<file path="src/rtl/uart_pkg.sv">
// Shared constants and types for the UART transmit path.
package uart_pkg;

  localparam int UART_DATA_W       = 8;
  localparam int WAIT_BUSY_TIMEOUT = 4;

  typedef enum logic [1:0] {
    IDLE      = 2'd0,
    WAIT_BUSY = 2'd1,
    WAIT_DONE = 2'd2
  } seq_state_e;

endpackage

</file>
<file path="src/rtl/uart_tx_fifo_if.sv">
// Producer-side write port of the UART transmit FIFO (valid/ready byte stream).
interface uart_tx_fifo_if;
  import uart_pkg::*;

  logic [UART_DATA_W-1:0] wr_data;
  logic                   wr_valid;
  logic                   wr_ready;

  modport master (output wr_data, output wr_valid, input wr_ready);
  modport slave  (input wr_data, input wr_valid, output wr_ready);

endinterface

</file>
<file path="src/rtl/uart_fifo_ram.sv">
// Byte storage for the transmit FIFO: synchronous write, asynchronous read.
module uart_fifo_ram
  import uart_pkg::*;
#(
  parameter int DEPTH_LOG2 = 4
) (
  input  logic                   clk,
  input  logic                   we,
  input  logic [DEPTH_LOG2-1:0]  waddr,
  input  logic [UART_DATA_W-1:0] wdata,
  input  logic [DEPTH_LOG2-1:0]  raddr,
  output logic [UART_DATA_W-1:0] rdata
);

  logic [UART_DATA_W-1:0] mem [2**DEPTH_LOG2];

  // Contents are never reset; only the pointers decide which entries are valid.
  always_ff @(posedge clk) begin
    if (we) mem[waddr] <= wdata;
  end

  assign rdata = mem[raddr];

endmodule

</file>
<file path="src/rtl/uart_tx_fifo.sv">
// Byte FIFO plus sequencer that feeds uart_tx one byte at a time through its
// tx_data / tx_start / tx_busy handshake.
module uart_tx_fifo
  import uart_pkg::*;
#(
  parameter int DEPTH_LOG2 = 4
) (
  input  logic                   clk,
  input  logic                   nrst,
  uart_tx_fifo_if.slave          wr,
  input  logic                   flush,
  input  logic                   clr_overflow,
  output logic [DEPTH_LOG2:0]    level,
  output logic                   empty,
  output logic                   full,
  output logic                   overflow,
  output logic [UART_DATA_W-1:0] tx_data,
  output logic                   tx_start,
  input  logic                   tx_busy
);

  localparam logic [DEPTH_LOG2:0] DEPTH   = {1'b1, {DEPTH_LOG2{1'b0}}};
  localparam int                  TO_W    = $clog2(WAIT_BUSY_TIMEOUT);
  localparam logic [TO_W-1:0]     TO_LAST = TO_W'(WAIT_BUSY_TIMEOUT - 1);

  logic [DEPTH_LOG2-1:0]  wr_ptr;
  logic [DEPTH_LOG2-1:0]  rd_ptr;
  logic [UART_DATA_W-1:0] rd_data;
  seq_state_e             state;
  seq_state_e             state_nxt;
  logic [TO_W-1:0]        to_cnt;
  logic                   wr_en;
  logic                   pop;
  logic                   ovf_set;

  // Flags come from the registered level, so wr_ready has no path from tx_busy.
  assign empty       = (level == '0);
  assign full        = (level == DEPTH);
  assign wr.wr_ready = !full && !flush;
  assign wr_en       = wr.wr_valid && wr.wr_ready;
  assign ovf_set     = wr.wr_valid && full;

  uart_fifo_ram #(
    .DEPTH_LOG2 (DEPTH_LOG2)
  ) u_ram (
    .clk   (clk),
    .we    (wr_en),
    .waddr (wr_ptr),
    .wdata (wr.wr_data),
    .raddr (rd_ptr),
    .rdata (rd_data)
  );

  // Pointers and occupancy; flush discards everything not yet handed to uart_tx.
  always_ff @(posedge clk) begin
    if (!nrst) begin
      wr_ptr <= '0;
      rd_ptr <= '0;
      level  <= '0;
    end else begin
      if (wr_en) wr_ptr <= wr_ptr + 1'b1;
      if (flush) begin
        rd_ptr <= wr_ptr;
        level  <= '0;
      end else begin
        if (pop) rd_ptr <= rd_ptr + 1'b1;
        case ({wr_en, pop})
          2'b10:   level <= level + 1'b1;
          2'b01:   level <= level - 1'b1;
          default: level <= level;
        endcase
      end
    end
  end

  // Sticky overflow on a write attempt against a full FIFO; a new set beats clear.
  always_ff @(posedge clk) begin
    if (!nrst)             overflow <= 1'b0;
    else if (ovf_set)      overflow <= 1'b1;
    else if (clr_overflow) overflow <= 1'b0;
  end

  // Sequencer state register plus the WAIT_BUSY watchdog count.
  always_ff @(posedge clk) begin
    if (!nrst) begin
      state  <= IDLE;
      to_cnt <= '0;
    end else begin
      state  <= state_nxt;
      to_cnt <= (state == WAIT_BUSY && state_nxt == WAIT_BUSY) ? to_cnt + 1'b1 : '0;
    end
  end

  // Next state: issue from IDLE, wait for uart_tx to raise busy (or give up), then for it to drop.
  always_comb begin
    state_nxt = state;
    unique case (state)
      IDLE:      if (!empty && !tx_busy && !flush) state_nxt = WAIT_BUSY;
      WAIT_BUSY: begin
        if (tx_busy)                state_nxt = WAIT_DONE;
        else if (to_cnt == TO_LAST) state_nxt = IDLE;
      end
      WAIT_DONE: if (!tx_busy) state_nxt = IDLE;
      default:   state_nxt = IDLE;
    endcase
  end

  // Pop decision: only IDLE issues a byte, and flush suppresses it.
  always_comb begin
    pop = (state == IDLE) && !empty && !tx_busy && !flush;
  end

  // Registered handshake toward uart_tx; the pulse lasts one cycle because pop leaves IDLE.
  always_ff @(posedge clk) begin
    if (!nrst) begin
      tx_start <= 1'b0;
      tx_data  <= '0;
    end else begin
      tx_start <= pop;
      if (pop) tx_data <= rd_data;
    end
  end

endmodule

</file>
<file path="src/flat_wrapper.sv">
// flat-port wrapper written by rule: the top's interface ports become plain ports
module uart_tx_fifo_flat import uart_pkg::*;
#(
  parameter int DEPTH_LOG2 = 4
)
  (clk, nrst, flush, clr_overflow, level, empty, full, overflow, tx_data, tx_start, tx_busy, wr_wr_data, wr_wr_valid, wr_wr_ready);
  uart_tx_fifo_if wr_i ();
  input  logic clk;
  input  logic nrst;
  input  logic flush;
  input  logic clr_overflow;
  output logic [DEPTH_LOG2:0] level;
  output logic empty;
  output logic full;
  output logic overflow;
  output logic [UART_DATA_W-1:0] tx_data;
  output logic tx_start;
  input  logic tx_busy;
  input wire logic [$bits(wr_i.wr_data)-1:0] wr_wr_data;
  input wire logic [$bits(wr_i.wr_valid)-1:0] wr_wr_valid;
  output wire logic [$bits(wr_i.wr_ready)-1:0] wr_wr_ready;
  assign wr_i.wr_data = wr_wr_data;
  assign wr_i.wr_valid = wr_wr_valid;
  assign wr_wr_ready = wr_i.wr_ready;
  uart_tx_fifo #(.DEPTH_LOG2(DEPTH_LOG2)) u_core (.clk(clk), .nrst(nrst), .wr(wr_i), .flush(flush), .clr_overflow(clr_overflow), .level(level), .empty(empty), .full(full), .overflow(overflow), .tx_data(tx_data), .tx_start(tx_start), .tx_busy(tx_busy));
endmodule
</file>
<file path="config.mk">
export PLATFORM = sky130hd
export DESIGN_NAME = uart_tx_fifo_flat
export DESIGN_NICKNAME = d
export VERILOG_FILES = /design/src/rtl/uart_pkg.sv /design/src/rtl/uart_tx_fifo_if.sv /design/src/rtl/uart_fifo_ram.sv /design/src/rtl/uart_tx_fifo.sv /design/src/flat_wrapper.sv
export SDC_FILE = /design/constraint.sdc
export NUM_CORES = 1
export LEC_CHECK = 0
export ABC_AREA = 1
export CAP_MARGIN = 5
export CORE_ASPECT_RATIO = 1.5
export CORE_UTILIZATION = 60
export DETAILED_ROUTE_END_ITERATION = 10
export GPL_TIMING_DRIVEN = 0
export PLACE_DENSITY = 0.79
export SLEW_MARGIN = 20
export SYNTH_ARGS = -nofsm -noshare
export SYNTH_HDL_FRONTEND = slang
export SYNTH_HIERARCHICAL = 1
export SYNTH_SLANG_ARGS = --single-unit
</file>
<file path="constraint.sdc">
create_clock -name clk -period 2.85 [get_ports clk]
set_input_delay 0.7125 -clock clk [delete_from_list [all_inputs] [get_ports clk]]
set_output_delay 0.7125 -clock clk [all_outputs]
set_load 0.02 [all_outputs]
</file>
==> metrics, run 1 <==
status finished, final reports clean; placed instance count 908; Syn-to-layout area delta 15.3%; Pins Over Slew Limit 0; mapped cell area 6960 µm²; leak pwr 3.40 nW; worst skew pair latency 0.42 ns; Crit path arrival time 2.00 ns; origin of the critical flop-to-flop path u_core/level[0]$_SDFFE_PP0P_; # rows 47; Pwr Total 5.02 mW; top cells by count, synth nand2_1 (233), edfxtp_1 (128), inv_1 (121); first-pass GRT wire length 26600 µm; Worst EP required 2.14 ns; hold path depth 1; hold_sp u_core/to_cnt[0]$_SDFF_PN0_; most frequent cell after synthesis nand2_1; Syn Nets 752; die area 12000 µm²; Top-Level Pins 32; grt ovf 0; pwr dens 626 nW/µm²; routed len/inst 18.0 µm; Initial Util 62.3%; worst r2r dst u_core/u_ram/mem[15][4]$_DFFE_PP_; root buffer cell clkbuf_16; Async S/R FF share, synth 0%; Die Width 89.9 µm; fmax 368 MHz; CTS Buf Count 17; drt drc 0; DRT iter0 DRCs 347; Peak supply drop 498 µV; initial antenna violation count 0; Tot GR Track Use 30.0%; worst hold path class reg -> reg; cell taking the most area after synthesis edfxtp_1; crit path cell chain clkdlybuf4s50_1, inv_2, buf_4, nand2_1, inv_1, dlygate4sd2_1; Final Skew 0.0129 ns; Max Cap Violations 0; R2R depth 6; Hold Slack 0.423 ns; port bufs 31; Worst Hold End u_core/to_cnt[0]$_SDFF_PN0_; Startpoint Class input port; Seq cells post-synth 155; antenna-violating nets left 0; final instance area 8020 µm²; Top FF cell, synth edfxtp_1; Hold Vio Cnt, Final 0; top-area cell type share of the netlist area 55.3%; vias 5097; period utilization 95.3%; pin count of the biggest net entering global routing 17; share of cells above drive strength 1 8.45%; Final Setup Violations 0; hpwl dp 11700 µm; critical path peak fanout 10; setup_tns 0 ns; WL final 16900 µm; clk sink count 155; NumNets Final 802; Post-synth EDFFs 128; Slew HR 40.5%; Syn Inst Count 730; core box area 11200 µm²; CP max stage delay 0.60 ns; Setup CP Type in -> out; Crit-path slowest cell clkdlybuf4s50_1; clock slew at reported path FFs 0.06 ns; Period minus WS final 2.72 ns; CTS tree done; Distinct cells, synth 27; Ant. Diodes 0; Post-Layout Cell Count 940; Worst setup EP type primary output; vias in the first global route 5213; clk buf depth 2; Placement Cell Area 7450 µm²; RSZ-0062 raised after global routing false; Pre-Repair DR Iteration Count 5; sequential cell area fraction in the yosys report 63.0%; Post-Syn Area per Cell 9.53 µm²; vias per inst 5.42; die extent in y 134 µm; main area contributors after synthesis edfxtp_1 (55%), nand2_1 (13%), dfxtp_1 (7.8%), nand3_1 (7.7%), inv_1 (6.5%); Final GP Congestion 0.914; Reg2Reg Setup Slack 0.56 ns; synth warn 6; Worst Tran Pin Value 0.890 ns; Max H-tree Level 4
sequential cells by signal, summed over array words and instances, names as in the netlist:
| signal | cells |
|---|---|
| u_core/u_ram/mem | 128 |
| u_core/tx_data | 8 |
| u_core/level | 5 |
| u_core/rd_ptr | 4 |
| u_core/wr_ptr | 4 |
| u_core/state | 2 |
| u_core/to_cnt | 2 |
| u_core/overflow | 1 |
| u_core/tx_start | 1 |
how the worst max path moves through the flow:
stage,startpoint,to,slack [ns]
2_1_floorplan,tx_busy,u_core/level[4]$_SDFFE_PP0P_,0.53
3_3_place_gp,flush,u_core/u_ram/mem[15][5]$_DFFE_PP_,-0.21
5_1_grt,flush,wr_wr_ready,0.01
3_5_place_dp,tx_busy,u_core/level[4]$_SDFFE_PP0P_,-0.27
6_report,flush,wr_wr_ready,0.13
4_1_cts,flush,wr_wr_ready,0.13
worst max-delay path, delay by kind of cell:
family | cells | cell delay (ns)
simple gates | 1 | 0.07
buf+inv | 5 | 1.23
report_power, final:
group	switching (mW)	total, mW	internal (mW)	leakage, nW
sequential	0.0151	2.49	2.47	1.37
clock	0.887	2.14	1.25	0.288
combinational	0.269	0.399	0.130	1.74
layout by cell type (no fill, tap or decap), types with 4 or more instances in the layout:
cell / instances
a21oi_1: 20
clkdlybuf4s50_1: 30
nor2_1: 31
clkbuf_16: 19
ha_1: 6
buf_4: 5
buf_6: 6
xnor2_1: 5
nand2_1: 233
inv_4: 5
edfxtp_1: 128
inv_1: 121
buf_2: 13
inv_2: 6
nand3_1: 107
dfxtp_1: 27
o21ai_0: 4
cells by family after synthesis:
family	synth area share [%]
xor+xnor	0.756
simple gates	23.2
buf+inv	9.55
compound gates	1.94
fa+ha+maj	1.55
flops	63.0
metal layers:
metal	routed length [µm]	share of wire [%]	vias up	global-route usage, %
li1	-	-	2452	-
met1	6030	36	2377	32.1
met2	9000	53	227	55.5
met3	1000	5.9	41	4.88
met4	848	5.0	0	18.0
met5	0	0	-	0
stage by stage:
stage,util [%],setup WS [ns]
global placement,66.7,-0.214
CTS,71.8,0.130
detailed placement,66.7,-0.272
finish,71.8,0.134
global route,71.8,0.0133
floorplan,-,0.527
cell type report:
class / instances / area, µm²
Clock inverter: 11 / 77.6
Inverter: 129 / 487
Buffer: 26 / 178
Sequential cell: 155 / 4380
Fill cell: 818 / 3150
Clock buffer: 21 / 493
Timing Repair Buffer: 31 / 309
Tap cell: 147 / 184
Multi-Input combinational cell: 420 / 1910
what timing repair did:
| action | in CTS | in global routing |
|---|---|---|
| pin swaps | 0 | 0 |
| resized for setup | 1 | 1 |
| setup endpoints to repair | 1 | 1 |
| hold endpoints to repair | 0 | 0 |
| cloned | 0 | 0 |
| buffers inserted | 0 | 0 |
| hold buffers | 0 | 0 |
Power figures use the tool's default switching activity.
==> inputs of run 2 (changes only) <==
Settings changed: PLACE_DENSITY 0.79 to 0.83, SETUP_SLACK_MARGIN set to 0.1.
==> metrics, run 2 (synthesis results as in run 1) <==
status finished, final reports clean; core box area 11200 µm²; top routing layer used met4; Syn-to-layout area delta 16.6%; post-CTS setup buffers 0; leak pwr 3.42 nW; multi-input logic area 1920 µm²; Max H-tree Level 4; max FFs per register 128; vias 5317; clock slew at reported path FFs 0.06 ns; Worst EP required 2.90 ns; hpwl dp 11800 µm; Met3 Wirelength 1260 µm; share of cells above drive strength 1 9.21%; period utilization 95.0%; Setup CP Type in -> reg; fmax 369 MHz; Top-Level Pins 32; met2 WL 9090 µm; Worst setup EP type flip-flop; Crit-path slowest cell nor2_1; Placement Cell Area 7450 µm²; pin count of the biggest net entering global routing 17; CP most frequent cell inv_2; Die Width 89.9 µm; Worst Tran Pin Value 0.810 ns; Slew HR 45.8%; Initial Util 62.3%; Register Area 4380 µm²; Final GP Congestion 0.953; first-pass GRT wire length 27300 µm; Crit path arrival time 2.75 ns; most common cell after layout, fill and taps aside nand2_1; Final Skew 0.00787 ns; Post-Layout Cell Count 940; Peak supply drop 538 µV; grt ovf 0; routed len/inst 18.6 µm; placed instance count 908; Period minus WS final 2.71 ns; clk sink count 155; vias in the first global route 5162; WL final 17500 µm; RSZ-0062 raised after global routing true; CP max stage delay 0.70 ns; final instance area 8110 µm²; Max Cap Violations 0; root buffer cell clkbuf_16; critical path peak fanout 10; Pins Over Slew Limit 0; fillers 785; worst skew pair latency 0.42 ns; met1 wire length 6000 µm; vias per inst 5.66; die area 12000 µm²; initial antenna violation count 0; NumNets Final 802; Final Setup Violations 0; drt drc 0; pwr dens 657 nW/µm²; CTS tree done; Largest regs u_core/u_ram/mem x128, u_core/tx_data x8, u_core/level x5; die extent in y 134 µm; crit path cell chain clkdlybuf4s50_1, inv_2, buf_4, nand3_4, inv_2, nand3_1, nor2_1; worst hold path class reg -> reg; commonest non-fill, non-tap cells in the layout nand2_1 (233), edfxtp_1 (128), inv_1 (121), nand3_1 (106), clkdlybuf4s50_1 (30); port bufs 31; Tot GR Track Use 30.9%; Most flops, register u_core/u_ram/mem; antenna-violating nets left 0; Startpoint Class input port; # rows 47; DRT iter0 DRCs 616; CTS Buf Count 17; clk buf depth 2; Hold Vio Cnt, Final 0; Pre-Repair DR Iteration Count 6; Ant. Diodes 0
==> run 2: cell types whose count changed in the layout (fill, tap and decap cells not counted), sizes merged <==
cell	before	now
bufinv	0	4
clkbuf	22	20
clkinv	5	2
clkinvlp	0	3
dlygate4sd2	1	0
inv	135	134
==> run 2: through the flow <==
stage | setup slack (ns) | setup TNS (ns) | total power [mW] | util, % | hold WS, ns
finish | 0.143 | 0 | 5.33 | 72.6 | 0.432
global route | 0.0135 | 0 | 5.46 | 72.6 | 0.459
CTS | 0.126 | 0 | 5.34 | 72.4 | 0.431
detailed placement | -0.271 | -13.30 | 2.93 | 66.7 | 0.419
global placement | -0.218 | -6.95 | 2.92 | 66.7 | 0.408
floorplan | 0.527 | 0 | 2.76 | - | 0.398
==> run 2: metal layers <==
layer	vias to the layer above	global-route usage, %
li1	2444	-
met1	2462	33.5
met2	320	55.8
met3	91	5.67
met4	0	19.4
met5	-	0
==> run 2: report_power, final <==
part | leakage [nW] | internal (mW) | switching [mW]
Sequential | 1.37 | 2.47 | 0.0161
Clock | 0.306 | 1.51 | 0.916
Combinational | 1.75 | 0.131 | 0.282
==> run 2: worst paths after layout <==
check | depth (start not counted) | from | slack [ns] | endpoint
hold / removal | 1 | u_core/to_cnt[0]$_SDFF_PN0_ | 0.43 | u_core/to_cnt[0]$_SDFF_PN0_
setup / recovery | 7 | flush | 0.14 | u_core/u_ram/mem[13][0]$_DFFE_PP_
hold reg to reg | 1 | u_core/to_cnt[0]$_SDFF_PN0_ | 0.43 | u_core/to_cnt[0]$_SDFF_PN0_
setup reg to reg | 14 | u_core/level[4]$_SDFFE_PP0P_ | 0.54 | u_core/level[4]$_SDFFE_PP0P_
==> run 2: layout make-up <==
class / instances / share of cell area, %
inverter: 129 / 6.00
clock inverter: 14 / 2.55
tap: 147 / 2.27
clock buffer: 18 / 5.42
sequential: 155 / 54.1
timing repair buffer: 31 / 3.77
multi-input combinational: 420 / 23.7
buffer: 26 / 2.19
==> run 2: worst max-delay path: cells and delay by family <==
| kind | cells | cell delay, ns |
|---|---|---|
| AND/OR/NAND/NOR | 3 | 1.07 |
| buffers and inverters | 4 | 0.97 |
==> run 2: repair_timing <==
action                                  CTS  global route
hold buffers                              0             0
gates resized for setup                   1             7
endpoints found under the setup margin    1            29
gates cloned                              0             0
hold endpoints to repair                  0             0
==> inputs of run 3 (changes only) <==
Settings changed: ABC_CLOCK_PERIOD_IN_PS set to 2850, CORE_UTILIZATION 60 to 63, CTS_BUF_LIST set to sky130_fd_sc_hd__clkbuf_16, DONT_BUFFER_PORTS set to 1.
==> metrics, run 3 (synthesis results as in run 1) <==
status finished, final reports clean; hpwl dp 11500 µm; Largest regs u_core/u_ram/mem x128, u_core/tx_data x8, u_core/level x5; root buffer cell clkbuf_16; antenna-violating nets left 0; die area 11500 µm²; pre-CTS setup slack 0.233 ns; Peak supply drop 607 µV; Most flops, register u_core/u_ram/mem; clk sink count 155; Pre-Repair DR Iteration Count 5; Max H-tree Level 4; Die Width 87.8 µm; post-CTS setup buffers 0; Reg2Reg Setup Slack 0.33 ns; Worst setup EP type flip-flop; initial antenna violation count 0; Final GP Congestion 0.944; Post-Layout Cell Count 906; period utilization 88.3%; worst skew pair latency 0.42 ns; fillers 747; pwr dens 645 nW/µm²; routed len/inst 19.1 µm; Slew HR 37.5%; commonest non-fill, non-tap cells in the layout nand2_1 (233), edfxtp_1 (128), inv_1 (121), nand3_1 (107), nor2_1 (31); Setup CP Type reg -> reg; P_int 3.80 mW; Period minus WS final 2.52 ns; Final Skew 0.00638 ns; Startpoint Class flip-flop; Setup WS post-layout 0.333 ns; Top-Level Pins 32; Initial Util 65.3%; most common cell after layout, fill and taps aside nand2_1; DRT iter0 DRCs 554; Clk pwr share 43.3%; hold_buf cts 0; grt ovf 0; vias 5230; Tot GR Track Use 32.3%; Worst EP required 3.20 ns; fmax 397 MHz; CTS Buf Count 17; Crit path arrival time 2.87 ns; # rows 46; max FFs per register 128; NumNets Final 771; critical path peak fanout 10; placed instance count 874; sequential power share 50.2%; switching power 1.17 mW; clk buf depth 2; share of cells above drive strength 1 8.92%; post-CTS sizing 0; Comb pwr share 6.5%; vias in the first global route 5062; pin count of the biggest net entering global routing 17; clock slew at reported path FFs 0.06 ns; core box area 10600 µm²; leak pwr 3.29 nW; die extent in y 131 µm; vias per inst 5.77; port bufs 0; Ant. Diodes 0; setup_tns 0 ns; Syn-to-layout area delta 10.9%; first-pass GRT wire length 26000 µm; WL final 17300 µm; RSZ-0062 raised after global routing false; Worst Tran Pin Value 0.934 ns; drt drc 0; Final Setup Violations 0; worst hold path class in -> reg; Sw Ratio 23.5%; Pins Over Slew Limit 0; CTS tree done; Max Cap Violations 0; Hold Vio Cnt, Final 0
[run 3: changes by cell type in the layout (fill, tap and decap cells not counted), sizes merged]
cell | before | now
bufinv | 4 | 0
clkdlybuf4s50 | 30 | 0
clkinv | 2 | 6
clkinvlp | 3 | 1
inv | 134 | 135
[run 3: final timing paths]
kind / from / endpoint / cells after the start
setup / recovery: u_core/level[0]$_SDFFE_PP0P_ / u_core/level[4]$_SDFFE_PP0P_ / 14
hold / removal: wr_wr_data[0] / u_core/u_ram/mem[13][0]$_DFFE_PP_ / 0
setup reg to reg: u_core/level[0]$_SDFFE_PP0P_ / u_core/level[4]$_SDFFE_PP0P_ / 14
hold reg to reg: u_core/to_cnt[0]$_SDFF_PN0_ / u_core/to_cnt[0]$_SDFF_PN0_ / 1
[run 3: cell type report]
type / count / area, µm² / share of cell area, %
Sequential cell: 155 / 4380 / 56.8
Multi-Input combinational cell: 420 / 1910 / 24.7
Inverter: 129 / 487 / 6.31
Clock buffer: 19 / 475 / 6.16
Tap cell: 144 / 180 / 2.34
Buffer: 26 / 178 / 2.30
Clock inverter: 13 / 103 / 1.33
[run 3: power groups by stage]
| stage | logic (mW) | registers (mW) | clock network (mW) |
|---|---|---|---|
| detailed placement | 0.307 | 2.55 | 0 |
| CTS | 0.312 | 2.50 | 2.17 |
| finish | 0.322 | 2.50 | 2.16 |
| global placement | 0.299 | 2.54 | 0 |
| floorplan | 0.222 | 2.54 | 0 |
| global route | 0.347 | 2.50 | 2.25 |
[run 3: worst max-delay path: stages (launching register included)]
cell and delay (ns):
dfxtp_1 0.51, nor2_1 0.13, nand3_2 0.15, nand3_4 0.16, inv_4 0.15, ha_1 0.33, inv_1 0.10, fa_1 0.43
inv_1 0.09, nand3_1 0.06, nand2_1 0.08, nand2_1 0.05, nand2_1 0.05, nand2_1 0.04, a21oi_1 0.11
[run 3: per-layer routing]
metal  up-vias  part of all wire, %  GRT usage [%]
li1       2381                    -              -
met1      2465                   33           34.7
met2       316                   53           56.6
met3        68                  7.9           5.72
met4         0                  6.8           23.4
met5         -                    0              0
[run 3: metrics by stage]
step / power (mW) / hold WS, ns / util, % / area (µm²)
after global placement: 2.84 / 0.408 / 67.0 / 7140
after detailed placement: 2.85 / 0.417 / 67.0 / 7140
final: 4.97 / 0.386 / 72.4 / 7710
after CTS: 4.98 / 0.377 / 72.4 / 7710
after global routing: 5.10 / 0.371 / 72.4 / 7710
after floorplan: 2.76 / 0.398 / - / 6960
